--- src/rtl/fsm_reed_tx.sv ---
// fsm_reed_tx: buffers RS-core output bytes in a FIFO and hands them one at a time to a UART TX, flagging frame ends
//   clk        : system clock, rising edge
//   reset      : asynchronous active-low reset
//   enc_byte   : byte from RS core, qualified by enc_valid
//   enc_valid  : one-cycle strobe for enc_byte
//   Tx_DATA    : byte presented to UART TX, held from Tx_WR until Tx_BUSY falls
//   Tx_WR      : one-cycle write pulse to UART TX
//   Tx_BUSY    : UART TX busy, rises after Tx_WR, falls at end of stop bit
//   frame_done : one-cycle pulse when the last byte of a frame completes
//   fifo_count : bytes currently buffered
//   overflow   : sticky, a byte was dropped on a full FIFO
module fsm_reed_tx #(
  parameter int DEPTH = 16,
  parameter int ADDR_W = 4,
  parameter int FRAME_LEN = 255
) (
  input  logic              clk,
  input  logic              reset,
  input  logic [7:0]        enc_byte,
  input  logic              enc_valid,
  output logic [7:0]        Tx_DATA,
  output logic              Tx_WR,
  input  logic              Tx_BUSY,
  output logic              frame_done,
  output logic [ADDR_W:0]   fifo_count,
  output logic              overflow
);
  typedef enum logic [2:0] {IDLE, SEND, WAIT_ACK, WAIT_DONE, DONE} state_t;
  state_t state, state_nx;
  logic [7:0] mem [DEPTH];
  logic [ADDR_W-1:0] wr_ptr, rd_ptr;
  logic [7:0] byte_cnt;
  logic full, push, pop, last;
  always_ff @(posedge clk or negedge reset)
    if (!reset) state <= IDLE;
    else state <= state_nx;
  always_comb begin
    state_nx = IDLE;
    case (state)
      IDLE:      state_nx = (fifo_count != '0 && !Tx_BUSY) ? SEND : IDLE;
      SEND:      state_nx = WAIT_ACK;
      WAIT_ACK:  state_nx = Tx_BUSY ? WAIT_DONE : WAIT_ACK;
      WAIT_DONE: state_nx = Tx_BUSY ? WAIT_DONE : DONE;
      default:   state_nx = IDLE;
    endcase
  end
  assign full = fifo_count == (ADDR_W+1)'(DEPTH);
  assign pop = state == IDLE && state_nx == SEND;
  // a pop in the same cycle frees a slot, so a full FIFO still accepts the byte
  assign push = enc_valid && (!full || pop);
  assign last = byte_cnt == 8'(FRAME_LEN - 1);
  assign Tx_WR = state == SEND;
  assign frame_done = state == DONE && last;
  always_ff @(posedge clk or negedge reset)
    if (!reset) begin
      wr_ptr <= '0;
      rd_ptr <= '0;
      fifo_count <= '0;
      Tx_DATA <= 8'h00;
      byte_cnt <= '0;
      overflow <= 1'b0;
    end else begin
      if (push) wr_ptr <= wr_ptr + 1'b1;
      if (pop) begin
        rd_ptr <= rd_ptr + 1'b1;
        Tx_DATA <= mem[rd_ptr];
      end
      fifo_count <= fifo_count + (ADDR_W+1)'(push) - (ADDR_W+1)'(pop);
      if (enc_valid && !push) overflow <= 1'b1;
      if (state == DONE) byte_cnt <= last ? '0 : byte_cnt + 1'b1;
    end
  always_ff @(posedge clk)
    if (push) mem[wr_ptr] <= enc_byte;
endmodule

--- config.mk ---
export PLATFORM = sky130hd
export DESIGN_NAME = fsm_reed_tx
export DESIGN_NICKNAME = d
export VERILOG_FILES = /design/src/rtl/fsm_reed_tx.sv
export SDC_FILE = /design/constraint.sdc
export NUM_CORES = 1
export LEC_CHECK = 0
export BUFFER_PORTS_ARGS = -buffer_cell sky130_fd_sc_hd__clkbuf_2
export CORE_MARGIN = 10
export CORE_UTILIZATION = 65
export CTS_CLUSTER_SIZE = 30
export DETAILED_ROUTE_END_ITERATION = 10
export PLACE_DENSITY = 0.94
export SLEW_MARGIN = 0
export SYNTH_ARGS = -nofsm -noshare
export SYNTH_HDL_FRONTEND = slang
export SYNTH_SLANG_ARGS = --single-unit
--- constraint.sdc ---
create_clock -name clk -period 6.95 [get_ports clk]
set_input_delay 0.695 -clock clk [delete_from_list [all_inputs] [get_ports clk]]
set_output_delay 0.695 -clock clk [all_outputs]
set_load 0.01 [all_outputs]
==> flow_metrics.py, run 1 <==
metrics = {
    "global_route": {
        "grtUsageTotal_pct": 21.74,
        "grt_pass1_wl_mm": 23.22,
        "grt_pass1_vias": 3824,
        "grt_overflow": 0,
        "grt_max_degree": 36,
        "antenna_found_initial": 0,
    },
    "sta": {
        "timing.final.max_slew_violations": 0,
        "rsz0062_at_grt": "no",
        "holdWs_ps": 284.6,
        "slew_headroom_pct": 14.92,
        "hold_viol_final": 0,
        "fmax_ghz": 0.3039,
        "fin_tns_setup_ps": 0,
        "finClkSkew_ps": 7.805,
        "fin_crit_ps": 3291,
        "timing.final.crit_share_pct": 47.35,
        "setup_viol": 0,
        "worst-slew-pin-transition_ps": 1267,
    },
    "cts": {
        "post_cts_buffers": 0,
        "post_cts_resized": 0,
        "cts_tree": "done",
        "clkTransAtPathRegs_ps": 60,
        "cts.sinks": 161,
        "cts_root_buf": "clkbuf_8",
        "clk_latency_ps": 530,
        "cts_inserted_buffers": 17,
        "htree_num_levels": 4,
        "cts.hold.buffers_added": 0,
        "cts_max_path_buffers": 2,
    },
    "placement": {
        "io_buffers": 27,
        "hpwl_mm": 8.676,
        "place_congestion": 0.7952,
    },
    "logic_synthesis": {
        "synth-async-reset-ratio_pct": 20.50,
        "synth_seq_cells": 161,
        "synth_cell_types": 44,
        "synth-edff-count": 128,
        "ys.flop_type": "edfxtp_1",
        "syn-num-nets": 383,
        "syn_area_per_cell_um2": 18.28,
        "ys_seq_area_share_pct": 71.56,
        "syn-instance-count": 357,
        "ys_warn_count": 0,
        "syn-cell-area_um2": 6525,
    },
    "drt": {
        "ant_nets": 0,
        "first_pass_iters": 6,
        "via_per_inst": 6.630,
        "vias": 3547,
        "drt-initial-drc-count": 642,
        "wl_per_cell_um": 27.47,
        "drt-total-wl_mm": 14.70,
        "drc": 0,
    },
    "worst_setup_path": {
        "cp-startpoint": "state[2]$_DFF_PN0_",
        "crit_fanout": 23,
        "endpoint_kind": "register",
        "cp.required_ps": 7390,
        "critPathTopFamily": "adder cells",
        "cp.arrival_ps": 3730,
        "cp_slowest_stage_delay_ps": 620,
        "crit_type": "register to register",
        "cp_slowest_cell": "or4_4",
        "crit_chain": "or4_4, a21oi_4, ha_1, inv_1, ha_1, inv_1, fa_1, inv_1, a21oi_1, o21bai_1, xnor2_1",
        "crit_buf_inv": 3,
        "crit_path_frequent_cell": "inv_1",
        "r2r_start": "state[2]$_DFF_PN0_",
        "startpoint_type": "register",
    },
    "power_and_ir_drop": {
        "leakage_nw": 2.589,
        "power_density_nw_per_um2": 431.7,
        "peakVddDrop_mv": 0.3125,
    },
    "floorplan": {
        "io_pins": 28,
        "rows": 36,
        "die_w_um": 120.2,
        "initial_utilization_pct": 66.76,
        "coreArea_um2": 9774,
        "dieHeight_um": 120.2,
        "die-area_um2": 14450,
    },
    "cells_and_area": {
        "area_growth_pct": 12.52,
        "antenna_cells": 0,
        "fin_nets": 415,
        "drive_above_1_share_pct": 25.62,
        "mostFrequentLayoutCells": "edfxtp_1, dfrtp_1, mux4_2",
        "mostFrequentLayoutCell": "edfxtp_1",
    },
    "run_status": {
        "status": "completed",
    },
    "min_path": {
        "hp-class": "input pin to asynchronous set/reset pin",
    },
    "run": {
        "drv_cap": 0,
    },
}
==> cells by family after synthesis <==
logic type,share of synthesized area (%)
flip-flops,71.56
AND/OR/NAND/NOR,5.101
multiplexers,12.44
buffers and inverters,2.128
AO/OA/AOI/OAI,3.816
XOR/XNOR,2.148
adder cells (fa/ha/maj),2.800
==> cell usage after synthesis (all sizes together) (2+ instances only) <==
library cell  instances  share of area [%]
o21bai                2               0.23
clkbuf                5               0.31
a221oi                8                1.4
mux2i                 8                1.2
o21ai                 2               0.15
nand4                 5               0.48
nand2                12               0.73
dfrtp                33                 13
inv                  14               0.81
xor2                  6               0.81
buf                  11                1.0
nor3b                 3               0.42
a211oi                2               0.23
edfxtp              128                 59
ha                   13                2.5
xnor2                10                1.3
nor2                 28                1.6
nor3                  7               0.61
nand2b                3               0.29
o22ai                 8               0.77
mux4                 32                 11
a21oi                 4               0.48
==> stage by stage <==
step	utilization, %	std cells	total power, mW	setup slack (ps)	cell area [um^2]
finish	75.12	535	3.169	3659	7342
global route	75.12	535	3.308	3551	7342
CTS	75.06	535	3.170	3694	7337
detailed placement	69.12	503	2.217	3619	6756
global placement	69.12	503	2.154	3725	6756
floorplan	-	357	1.968	4087	6525
==> metal layers <==
metal | vias up | global-route usage [%] | share of wire (%)
met4 | 0 | 10.11 | 3.4
met5 | - | 0 | 0
met3 | 43 | 6.980 | 8.2
li1 | 1452 | - | -
met2 | 221 | 35.18 | 51
met1 | 1831 | 26.23 | 38
==> state kept, by name, summed over array words and instances (netlist names) <==
| name | cells |
|---|---|
| fifo_count | 5 |
| rd_ptr | 4 |
| wr_ptr | 4 |
| mem | 128 |
| Tx_DATA | 8 |
| byte_cnt | 8 |
| overflow | 1 |
| state | 3 |
==> where the power goes <==
part	total (mW)	switching, mW	internal [mW]
registers	1.33	0.129	1.21
clock network	0.918	0.372	0.546
logic	0.916	0.517	0.399
total	3.17	1.02	2.15
==> final cells by class <==
cell class                 instances  area, um^2
clock buffer                      18       417.9
clock inverter                    14       162.7
fill                             508        2432
inverter                          14       52.55
multi-input combinational        166        1722
sequential                       161        4671
tap                              133       166.4
timing repair buffer              29       150.1
==> final timing paths <==
path / slack [ps] / depth (start not counted) / end
max: 3660 / 11 / fifo_count[4]$_DFF_PN0_
min: 280 / 1 / byte_cnt[7]$_DFFE_PN0N_
max reg2reg: 3660 / 11 / fifo_count[4]$_DFF_PN0_
min reg2reg: 480 / 1 / overflow$_DFFE_PN0P_
max in group asynchronous: 6040 / 1 / rd_ptr[0]$_DFFE_PN0N_
min in group clk: 450 / 2 / overflow$_DFFE_PN0P_
==> worst reg2reg max path, stage by stage (launching register included) <==
cell and delay, ps:
dfrtp_1 460, or4_4 620, a21oi_4 560, ha_1 360, inv_1 70, ha_1 170, inv_1 70, fa_1 400
inv_1 80, a21oi_1 60, o21bai_1 190, xnor2_1 160
Note: power is estimated with default switching activity, not from simulation.
==> inputs of run 2 (changes only) <==
--- a/config.mk
+++ b/config.mk
@@ -7,10 +7,10 @@
 export LEC_CHECK = 0
 export BUFFER_PORTS_ARGS = -buffer_cell sky130_fd_sc_hd__clkbuf_2
 export CORE_MARGIN = 10
-export CORE_UTILIZATION = 65
+export CORE_UTILIZATION = 61
 export CTS_CLUSTER_SIZE = 30
 export DETAILED_ROUTE_END_ITERATION = 10
-export PLACE_DENSITY = 0.94
+export PLACE_DENSITY = 0.9
 export SLEW_MARGIN = 0
 export SYNTH_ARGS = -nofsm -noshare
 export SYNTH_HDL_FRONTEND = slang
==> constraint.sdc (replaced) <==
create_clock -name clk -period 3.1 [get_ports clk]
set_input_delay 0.31 -clock clk [delete_from_list [all_inputs] [get_ports clk]]
set_output_delay 0.31 -clock clk [all_outputs]
set_load 0.01 [all_outputs]
==> flow_metrics.py, run 2 (synthesis results as in run 1) <==
metrics = {
    "worst_setup_path": {
        "crit_type": "register to register",
        "startpoint_type": "register",
        "cp.arrival_ps": 3260,
        "crit_fanout": 7,
        "endpoint_kind": "register",
        "cp.required_ps": 3540,
    },
    "floorplan": {
        "io_pins": 28,
        "initial_utilization_pct": 62.92,
        "coreArea_um2": 10370,
        "die_w_um": 123.4,
        "rows": 37,
        "dieHeight_um": 123.4,
        "die-area_um2": 15230,
    },
    "cells_and_area": {
        "mostFrequentLayoutCell": "edfxtp_1",
        "largest_reg_flops": 128,
        "top_register": "mem",
        "mostFrequentLayoutCells": "edfxtp_1, dfrtp_1, mux4_2",
        "fin_nets": 434,
        "design_area_um2": 7510,
        "top_regs": "mem x128, Tx_DATA x8, byte_cnt x8",
        "antenna_cells": 0,
        "drive_above_1_share_pct": 28.50,
        "utilization_pct": 72.42,
        "area_growth_pct": 15.09,
    },
    "power_and_ir_drop": {
        "p_seq_share_pct": 42.7,
        "leakage_nw": 2.702,
        "peakVddDrop_mv": 0.5320,
        "p_total_mw": 7.149,
        "clkPwrFrac_pct": 29.1,
        "internal_power_mw": 4.886,
        "netSwitchingFraction_pct": 31.65,
        "comb_power_share_pct": 28.2,
        "power_density_nw_per_um2": 952.0,
        "p_switching_mw": 2.263,
    },
    "global_route": {
        "antenna_found_initial": 0,
        "grt_pass1_vias": 3693,
        "grt_max_degree": 36,
        "grtUsageTotal_pct": 19.94,
        "grt_overflow": 0,
        "grt_pass1_wl_mm": 22.00,
    },
    "sta": {
        "timing.final.crit_share_pct": 90.85,
        "timing.final.max_slew_violations": 0,
        "rsz0062_at_grt": "no",
        "fmax_ghz": 0.3551,
        "setup_viol": 0,
        "hold_viol_final": 0,
        "fin_crit_ps": 2816,
        "slew_headroom_pct": 37.82,
        "setup_ws_ps": 283.7,
        "fin_tns_setup_ps": 0,
        "worst-slew-pin-transition_ps": 932.7,
        "finClkSkew_ps": 15.54,
    },
    "placement": {
        "io_buffers": 27,
        "dp_slack_ps": 337.1,
        "dpl_cell_area_um2": 6908,
        "place_congestion": 0.7604,
        "hpwl_mm": 8.626,
    },
    "run_status": {
        "status": "completed",
    },
    "cts": {
        "clkTransAtPathRegs_ps": 60,
        "cts_inserted_buffers": 17,
        "cts_tree": "done",
        "cts.sinks": 161,
        "cts_max_path_buffers": 2,
        "post_cts_resized": 0,
        "cts_root_buf": "clkbuf_8",
        "htree_num_levels": 4,
        "clk_latency_ps": 520,
    },
    "drt": {
        "via_per_inst": 6.434,
        "wl_per_cell_um": 25.19,
        "vias": 3584,
        "ant_nets": 0,
        "drt-total-wl_mm": 14.03,
        "drc": 0,
        "drt-initial-drc-count": 465,
        "first_pass_iters": 5,
    },
    "min_path": {
        "hp-class": "input pin to register",
    },
    "run": {
        "drv_cap": 0,
    },
}
## run 2: critical path, stage by stage (launching register included)
cell and delay, ps:
dfrtp_1 440, or4_4 610, a31oi_4 200, inv_1 60, ha_1 290, inv_1 80
ha_1 190, inv_1 60, fa_1 400, inv_1 70, a21oi_1 60, o21bai_1 150
xnor2_1 130
## run 2: what timing repair did
item / 4_1_cts / 5_1_grt
buffers inserted: 0 / 0
hold buffers: 1 / 0
endpoints found under the hold margin: 33 / 0
## run 2: per-layer routing
metal / vias up / track usage (%) / wire, um
li1: 1497 / - / -
met1: 1868 / 24.71 / 5233
met2: 194 / 32.32 / 7266
met3: 25 / 5.743 / 1185
met4: 0 / 8.515 / 343
met5: - / 0 / 0
## run 2: final timing paths
kind	startpoint	cells past startpoint	end	slack [ps]
hold reg to reg	overflow$_DFFE_PN0P_	1	overflow$_DFFE_PN0P_	500
max in group asynchronous	reset	2	rd_ptr[0]$_DFFE_PN0N_	2000
setup reg to reg	state[2]$_DFF_PN0_	12	fifo_count[4]$_DFF_PN0_	280
setup / recovery	state[2]$_DFF_PN0_	12	fifo_count[4]$_DFF_PN0_	280
hold / removal	Tx_BUSY	3	state[0]$_DFF_PN0_	70
min in group asynchronous	reset	2	state[0]$_DFF_PN0_	470
## run 2: cell type report
| type | instances | area, um^2 |
|---|---|---|
| Clock inverter | 15 | 177.7 |
| Tap cell | 136 | 170.2 |
| Multi-Input combinational cell | 166 | 1717 |
| Inverter | 14 | 52.55 |
| Timing Repair Buffer | 48 | 307.8 |
| Clock buffer | 17 | 414.1 |
| Sequential cell | 161 | 4671 |
| Fill cell | 574 | 2860 |
## run 2: through the flow
| step | std cells | hold WS (ps) |
|---|---|---|
| 6_report | 557 | 65.80 |
| 5_1_grt | 557 | 66.73 |
| 4_1_cts | 557 | 49.75 |
| 2_1_floorplan | 357 | 14.41 |
| 3_3_place_gp | 524 | 456.3 |
| 3_5_place_dp | 524 | 477.6 |
## run 2: power groups by stage
stage	clock [mW]	combinational (mW)	sequential, mW
after global routing	2.19	2.16	3.09
after global placement	0	1.85	3.03
after CTS	2.10	2.03	3.04
after detailed placement	0	1.96	3.07
final	2.08	2.02	3.05
after floorplan	0	1.48	2.93
